`config.mk`:
```
export PLATFORM = sky130hd
export DESIGN_NAME = intersection_sequencer
export DESIGN_NICKNAME = d
export VERILOG_FILES = /design/src/rtl/traffic_pkg.sv /design/src/rtl/phase_timer.sv /design/src/rtl/intersection_sequencer.sv
export SDC_FILE = /design/constraint.sdc
export NUM_CORES = 1
export LEC_CHECK = 0
export BUFFER_PORTS_ARGS = -buffer_cell sky130_fd_sc_hd__buf_2
export CAP_MARGIN = 40
export CELL_PAD_IN_SITES_DETAIL_PLACEMENT = 0
export CELL_PAD_IN_SITES_GLOBAL_PLACEMENT = 1
export CORE_UTILIZATION = 30
export CTS_BUF_LIST = sky130_fd_sc_hd__clkbuf_2
export DETAILED_ROUTE_END_ITERATION = 6
export PLACE_DENSITY = 0.71
export SYNTH_ARGS = -nofsm -noshare
export SYNTH_HDL_FRONTEND = slang
export SYNTH_HIERARCHICAL = 1
export SYNTH_SLANG_ARGS = --single-unit
```
`constraint.sdc`:
```
create_clock -name clk -period 3.51 [get_ports clk]
set_clock_uncertainty 0.05 [all_clocks]
set_input_delay 0.702 -clock clk [delete_from_list [all_inputs] [get_ports clk]]
set_output_delay 0.702 -clock clk [all_outputs]
set_load 0.01 [all_outputs]
```
`src/rtl/traffic_pkg.sv`:
```
// traffic_pkg: phase encoding, lamp struct and per-head lamp decode for intersection_sequencer.
package traffic_pkg;
  typedef enum logic [2:0] {
    NS_G = 3'd0,
    NS_Y = 3'd1,
    AR_1 = 3'd2,
    EW_G = 3'd3,
    EW_Y = 3'd4,
    AR_2 = 3'd5
  } phase_e;
  typedef struct packed {
    logic red;
    logic yellow;
    logic green;
  } lamp_t;
  function automatic lamp_t lamp_of(input phase_e p, input logic ns);
    phase_e g, y;
    g = ns ? NS_G : EW_G;
    y = ns ? NS_Y : EW_Y;
    return '{red: p != g && p != y, yellow: p == y, green: p == g};
  endfunction
endpackage

```
`src/rtl/phase_timer.sv`:
```
// phase_timer: saturating phase counter with sync clear; done once dur cycles have elapsed.
module phase_timer #(
  parameter int TW = 8
) (
  input  logic          clk,
  input  logic          rst,
  input  logic          clr,
  input  logic [TW-1:0] dur,
  output logic [TW-1:0] count,
  output logic          done
);
  always_ff @(posedge clk or posedge rst)
    if (rst) count <= '0;
    else if (clr) count <= '0;
    else if (count != '1) count <= count + TW'(1);
  assign done = count >= dur - TW'(1);
endmodule

```
`src/rtl/intersection_sequencer.sv`:
```
// intersection_sequencer: demand-actuated two-head signal sequencer with preemption.
// Optional pedestrian walk phases are built when PED_WALK_EN is defined.
module intersection_sequencer
  import traffic_pkg::*;
#(
`ifdef PED_WALK_EN
  parameter int W_TIME  = 3,
`endif
  parameter int TW      = 8,
  parameter int G_MIN   = 4,
  parameter int G_MAX   = 10,
  parameter int Y_TIME  = 3,
  parameter int AR_TIME = 2
) (
  input  logic       clk,
  input  logic       rst,
  input  logic       car_ns,
  input  logic       car_ew,
  input  logic       preempt,
`ifdef PED_WALK_EN
  input  logic       ped_ns,
  input  logic       ped_ew,
  output logic       walk_ns,
  output logic       walk_ew,
`endif
  output logic       ns_red,
  output logic       ns_yellow,
  output logic       ns_green,
  output logic       ew_red,
  output logic       ew_yellow,
  output logic       ew_green,
  output logic [2:0] phase
);
  phase_e state, next;
  logic [TW-1:0] count, dur;
  logic done, clr, green, yellow, all_red, go, gap, walk_hold;
  logic dem_ns, dem_ew, req_ns, req_ew, ns_entry, ew_entry;
  lamp_t ns_l, ew_l;
  assign green   = state == NS_G || state == EW_G;
  assign yellow  = state == NS_Y || state == EW_Y;
  assign all_red = state == AR_1 || state == AR_2;
  assign dur = green ? TW'(G_MAX) : yellow ? TW'(Y_TIME) : TW'(AR_TIME);
  assign gap = (state == NS_G ? dem_ew && !car_ns : dem_ns && !car_ew)
               && count >= TW'(G_MIN - 1) && !walk_hold;
  always_comb begin
    go = green ? preempt || gap || (state == NS_G ? dem_ew : dem_ns) && done
       : all_red ? !preempt && done : done;
    next = !go ? state : state == AR_2 ? NS_G : phase_e'(state + 3'd1);
  end
  always_ff @(posedge clk or posedge rst)
    if (rst) state <= AR_2;
    else state <= next;
  // Preempt keeps the all-red timer cleared so clearance restarts when it falls.
  assign clr = next != state || (all_red && preempt);
  phase_timer #(.TW(TW)) u_timer (
    .clk(clk), .rst(rst), .clr(clr), .dur(dur), .count(count), .done(done)
  );
  assign ns_entry = next == NS_G && state != NS_G;
  assign ew_entry = next == EW_G && state != EW_G;
  always_ff @(posedge clk or posedge rst)
    if (rst) begin
      dem_ns <= 1'b0;
      dem_ew <= 1'b0;
    end else begin
      dem_ns <= !ns_entry && (dem_ns || req_ns);
      dem_ew <= !ew_entry && (dem_ew || req_ew);
    end
`ifdef PED_WALK_EN
  logic ped_dem_ns, ped_dem_ew, walk_on;
  assign req_ns = car_ns || ped_ns;
  assign req_ew = car_ew || ped_ew;
  always_ff @(posedge clk or posedge rst)
    if (rst) begin
      ped_dem_ns <= 1'b0;
      ped_dem_ew <= 1'b0;
      walk_on    <= 1'b0;
    end else begin
      ped_dem_ns <= !ns_entry && (ped_dem_ns || ped_ns);
      ped_dem_ew <= !ew_entry && (ped_dem_ew || ped_ew);
      walk_on    <= (ns_entry && (ped_dem_ns || ped_ns)) || (ew_entry && (ped_dem_ew || ped_ew))
                    || (walk_on && !preempt && next == state);
    end
  assign walk_hold = walk_on && !preempt && count < TW'(W_TIME);
  assign walk_ns = walk_hold && state == NS_G;
  assign walk_ew = walk_hold && state == EW_G;
`else
  assign req_ns = car_ns;
  assign req_ew = car_ew;
  assign walk_hold = 1'b0;
`endif
  assign ns_l = lamp_of(state, 1'b1);
  assign ew_l = lamp_of(state, 1'b0);
  assign {ns_red, ns_yellow, ns_green} = ns_l;
  assign {ew_red, ew_yellow, ew_green} = ew_l;
  assign phase = state;
endmodule

```
# Word-level counts from Yosys, hierarchy flattened
# Cells that the tools add are included.
# W data, S select, Z words.
# classes
add_sub_neg	3
magnitude_cmp	2
eq_ne	11
n_mux	10
n_reduce_logical	29
# ops
cell	count
$mux W8	2
$logic_and A1 B1 Y1	12
$eq A3 B2 Y1 const B	3
$add A8 B1 Y8 const B	1
$ge A8 B2 Y1 const B	1
$ge A8 B8 Y1	1
$logic_or A1 B1 Y1	8
$ne A8 B8 Y1 const B	1
$eq A3 B3 Y1 const B	2
$logic_not A3 Y1	2
$mux W3	2
$logic_not A1 Y1	5
$mux W1	5
$sub A4 B1 Y5 const B	1
$mux W4	1
$add A3 B1 Y3 const B	1
$eq A3 B1 Y1 const B	1
$ne A3 B1 Y1 const B	1
$ne A3 B2 Y1 const B	1
$ne A3 B3 Y1	1
$ne A3 B3 Y1 const B	1
$reduce_bool A3 Y1	1
$reduce_bool A2 Y1	1
# word_totals
reg_bits	13
inputBits	5
output_inout_bits	9

# Longest topological paths before layout
# logic_depth
depth_word	14
mapped_depth	21

# Hierarchy
# Netlist, hierarchy kept.
# by_module_without_submodules
module	n_inst	cells_per_inst	area_per_inst_um2	seq_area_each_um2
phase_timer	1	79	704.4	200.2
intersection_sequencer	1	55	465.4	127.6

# Worst setup path after synthesis
# Ideal clock, no wire load.
# synth_timing
kind	flip-flop to flip-flop
start	register state[0], in the netlist phase[0]
end	register u_timer.count[7]
setup_ns	0.110
arrival_ns	3.591
setup_slack_ns	-0.241
path_stages_with_launch	18
n_path_buf	2
path_cell_list	dfstp_2 -> clkbuf_1 -> and2_1 -> ha_1 -> nor3_1 -> inv_1 -> ha_1 -> ha_1 -> a211o_1 -> a31oi_1 -> o31ai_1 -> nand2_1 -> a21oi_1 -> a2111o_1 -> nand2_4 -> nand2_1 -> buf_1 -> o41ai_1
# synth_between
elab_cells_between_ends	30
# synth_rtl
item	line	rtl
start: declaration	intersection_sequencer.sv:34	phase_e state, next;
start signal: assignment	intersection_sequencer.sv:52	else state <= next;
$eq A3 B2 Y1 *	--	
net ew_green	intersection_sequencer.sv:31	output logic ew_green,
$logic_or A1 B1 Y1 *	intersection_sequencer.sv:39	assign green = state == NS_G || state == EW_G;
$mux W4 *	intersection_sequencer.sv:42	assign dur = green ? TW'(G_MAX) : yellow ? TW'(Y_TIME) : TW'(AR_TIME);
net dur[0]	intersection_sequencer.sv:35	logic [TW-1:0] count, dur;
$sub A4 B1 Y5 *	phase_timer.sv:16	assign done = count >= dur - TW'(1);
$ge A8 B8 Y1 *	phase_timer.sv:16	
net done	intersection_sequencer.sv:36	logic done, clr, green, yellow, all_red, go, gap, walk_hold;
$logic_and A1 B1 Y1, on equally long branches	intersection_sequencer.sv:47, intersection_sequencer.sv:46	
$mux W1 or $logic_or A1 B1 Y1 (tied branches)	intersection_sequencer.sv:47, intersection_sequencer.sv:46	
$mux W1 *	intersection_sequencer.sv:46	go = green ? preempt || gap || (state == NS_G ? dem_ew : dem_ns) && done
$mux W3 *	intersection_sequencer.sv:48	next = !go ? state : state == AR_2 ? NS_G : phase_e'(state + 3'd1);
$ne A3 B3 Y1 *	intersection_sequencer.sv:54	assign clr = next != state || (all_red && preempt);
$logic_or A1 B1 Y1 *	intersection_sequencer.sv:54	
net clr	intersection_sequencer.sv:36	
$mux W8 or $reduce_bool A2 Y1 (tied branches)	--	
end signal: assignment	phase_timer.sv:15	else if (count != '1) count <= count + TW'(1);
end: declaration	phase_timer.sv:9	output logic [TW-1:0] count,
# The timed path passes the listed nets; every way through them passes the cells marked *.
# A chain may end at the register's enable or synchronous reset.

# Final worst setup path
# layout_timing
start	register state[2], in the netlist phase[2]
end	register u_timer.count[5]
# layout_between
elab_chain_len	13
elab_cells_between_ends	30
# layout_rtl
item	line	rtl
$eq A3 B1 Y1 or $eq A3 B3 Y1 (tied branches)	intersection_sequencer.sv:40	assign yellow = state == NS_Y || state == EW_Y;
$logic_or A1 B1 Y1	intersection_sequencer.sv:40	
$mux W1	intersection_sequencer.sv:42	
$mux W4 *	intersection_sequencer.sv:42	
net dur[0]	intersection_sequencer.sv:35	
$sub A4 B1 Y5 *	phase_timer.sv:16	
$ge A8 B8 Y1 *	phase_timer.sv:16	
net done	intersection_sequencer.sv:36	
$logic_and A1 B1 Y1, on equally long branches	intersection_sequencer.sv:47, intersection_sequencer.sv:46	
$mux W1 or $logic_or A1 B1 Y1 (tied branches)	intersection_sequencer.sv:47, intersection_sequencer.sv:46	
$mux W1 *	intersection_sequencer.sv:46	
$mux W3 *	intersection_sequencer.sv:48	
$ne A3 B3 Y1 *	intersection_sequencer.sv:54	
$logic_or A1 B1 Y1 *	intersection_sequencer.sv:54	
net clr	intersection_sequencer.sv:36	
$mux W8 or $reduce_bool A2 Y1 (tied branches)	--	
# Marked as above.

==> metrics <==
CP startpoint phase[2]; CP Capture Type register; gr ovfl total 0; CP top delay family compound AO/OA/AOI/OAI gates; global placer's final weighted congestion 0.887; Initial Util 0.317; final worst-path cycle share 0.951; Area Growth Syn to Fin 24.7%; Synth top area share 0.235; utilization after layout 0.396; commonest non-fill, non-tap cell in the layout conb_1; hpwl dp approximately 2.2 mm; Inserted Diodes 0; CP Class register to register; Slowest-stage cell, CP dfstp_2; max-cap violation count 0; Arrival @ worst endpoint roughly 3.5 ns; share of cells above drive strength 1 0.279; Routed wire per std cell about 12 um; initial antenna violation count 0; Worst-path clk slew 0.14 ns; Total Wirelength around 2.7 mm; first-pass GRT wire length 4.57 mm; Die Wd around 64 um; largest net degree at the start of global routing 13; fmax approximately 300 MHz; vias in the first global route 1018; maximum buffer depth of the clock tree 2; EDFF count, synth 0; CTS HTree Levels 1; Max VDD drop approximately 0.53 mV; Register-to-Register Path Depth 15; 1st-pass router iterations 4; asr flop ratio synth 1.00; status finished, final reports clean; Hold Slack 0.263 ns; max-slew violation count 0; Leak about 0.68 nW; CTS tree built; register area share after synthesis 0.280; total I/O pin count 14; port bufs 13; Final ANT Viol Nets 0; Total GRT Usage 0.140; vias per cell between 5 and 6; Synth Cell Area about 1200 um^2; Cell Pwr Density 811 nW/um^2; most frequent cells in the layout 17 x conb_1, 13 x buf_2, 11 x buf_4, 10 x dfrtp_1, 10 x ha_1; met3 Use GR 0.0335; final setup violation count 0; endpoint of the worst register-to-register path u_timer/count[5]; CP Launch Type register; Iter 0 DRT Violations a little under 80; GRT Max-Usage Layer met2; number of buffers created by CTS 3; post-synth top area cell dfrtp_1; worst path required time 3.64 ns; ranking of synthesized cells by area dfrtp_1 24%, ha_1 12%, dfstp_2 4.5%, xnor2_1 4.5%, nor3_1 3.9%; GRT met2 Usage 0.253; Clock Latency Late Sink ~0.27 ns; fin area about 1500 um^2; FF+latch count, synth 13; Vert. Die Dim ~64 um; via count 1104; Core Area between 3000 and 4000 um^2; Synth cell types 46; Tmin final ~3.3 ns; Synth Warn # 6; # rows 22; crit-path max cell delay just under 0.6 ns; DP Area between 1000 and 1500 um^2; Global Route met1 Usage 0.169; CP Depth 15; ys flop type dfrtp_1; Critical Path End u_timer/count[5]; Final #Nets between 150 and 200; peak fanout along the critical path 5; worst hold path type input pin to async pin; worst r2r src phase[2]; Mapped Cells between 100 and 150; crit path cell chain inv_1 -> ha_2 -> nor3_2 -> inv_1 -> ha_1 -> ha_1 -> a211o_1 -> a31oi_1 -> o31ai_2 -> and3_1 -> a2111o_1 -> nand2_4 -> nand2_4 -> buf_4 -> a2111oi_2; worst reg-to-reg setup slack between 0.15 and 0.2 ns; Residual DRC 0; Bufs and invs on worst path 3; Mapped Avg Cell Area around 8.7 um^2; CTS root buf clkbuf_2; Fin Setup TNS 0 ns; Hold Violations, Final 0; Die Area around 4200 um^2; CTS sink count 13
worst reg2reg max path, stage by stage, from the launching register on:
cell and delay (ns):
dfstp_2 0.58, inv_1 0.08, ha_2 0.20, nor3_2 0.13, inv_1 0.08, ha_1 0.29
ha_1 0.17, a211o_1 0.28, a31oi_1 0.17, o31ai_2 0.10, and3_1 0.16, a2111o_1 0.41
nand2_4 0.14, nand2_4 0.08, buf_4 0.14, a2111oi_2 0.20
cell families (layout without fill, tap and decap cells):
logic type,Yosys count,count (layout),synth area share
and+or+nand+nor,52,52,0.261
AOI/OAI and AO/OA,32,32,0.200
buffers and inverters,14,37,0.0535
DFF,13,13,0.280
adders and majority gates,11,11,0.118
xor gates and xnor gates,8,8,0.0599
other,2,17,0.00642
muxes,2,2,0.0214
per-stage QoR:
step	power, W	worst slack (ns)	std cells
final	0.00118	0.173	220
after global routing	0.00131	-0.000316	220
after CTS	0.00115	0.0448	219
after detailed placement	0.00107	0.0700	215
after global placement	0.00105	0.178	215
after floorplan	0.000825	0.0397	149
worst min path at each step:
stage          cells past startpoint     end  startpoint  slack, ns
2_1_floorplan                      1  dem_ew         rst       0.43
4_1_cts                            2  dem_ns         rst       0.25
6_report                           2  dem_ns         rst       0.26
3_3_place_gp                       1  dem_ns      dem_ns       0.51
3_5_place_dp                       1  dem_ns      dem_ns       0.51
5_1_grt                            2  dem_ns         rst       0.25
registers in the layout, summed over array words and instances, names as in the netlist:
register,count
u_timer/count,8
dem_ns,1
dem_ew,1
phase,3
repair_timing:
item / CTS / global route
hold buffers: 0 / 0
setup buffers: 0 / 1
setup endpoints to repair: 0 / 8
gates resized for setup: 0 / 5
per-layer routing:
layer  part of all wire  vias to the layer above
met5                  0                        -
met4             0.0070                        0
met3              0.034                        2
met2               0.50                       24
met1               0.45                      520
li1                   -                      558
cell usage after synthesis, types with 3 or more instances:
cell / n
o21ai_0: 3
ha_1: 11
nand2b_1: 4
a21oi_1: 8
nand2_1: 7
a31oi_1: 5
dfrtp_1: 11
xnor2_1: 6
inv_1: 9
nand3_1: 6
nor3_1: 9
nand4_1: 4
nor2_1: 9
power breakdown:
group          internal, W  switching, W
clock            0.0000302     0.0000505
sequential        0.000208     0.0000613
combinational     0.000400      0.000434
total             0.000638      0.000546
final cells by class:
| type | instances | area [um^2] |
|---|---|---|
| Fill cell | 391 | 2230 |
| Timing Repair Buffer | 24 | 148 |
| Sequential cell | 13 | 329 |
| Clock buffer | 4 | 20.0 |
| Multi-Input combinational cell | 122 | 868 |
| Inverter | 9 | 33.8 |
| Tap cell | 48 | 60.1 |
No activity file was read; power rests on OpenSTA's default activity.
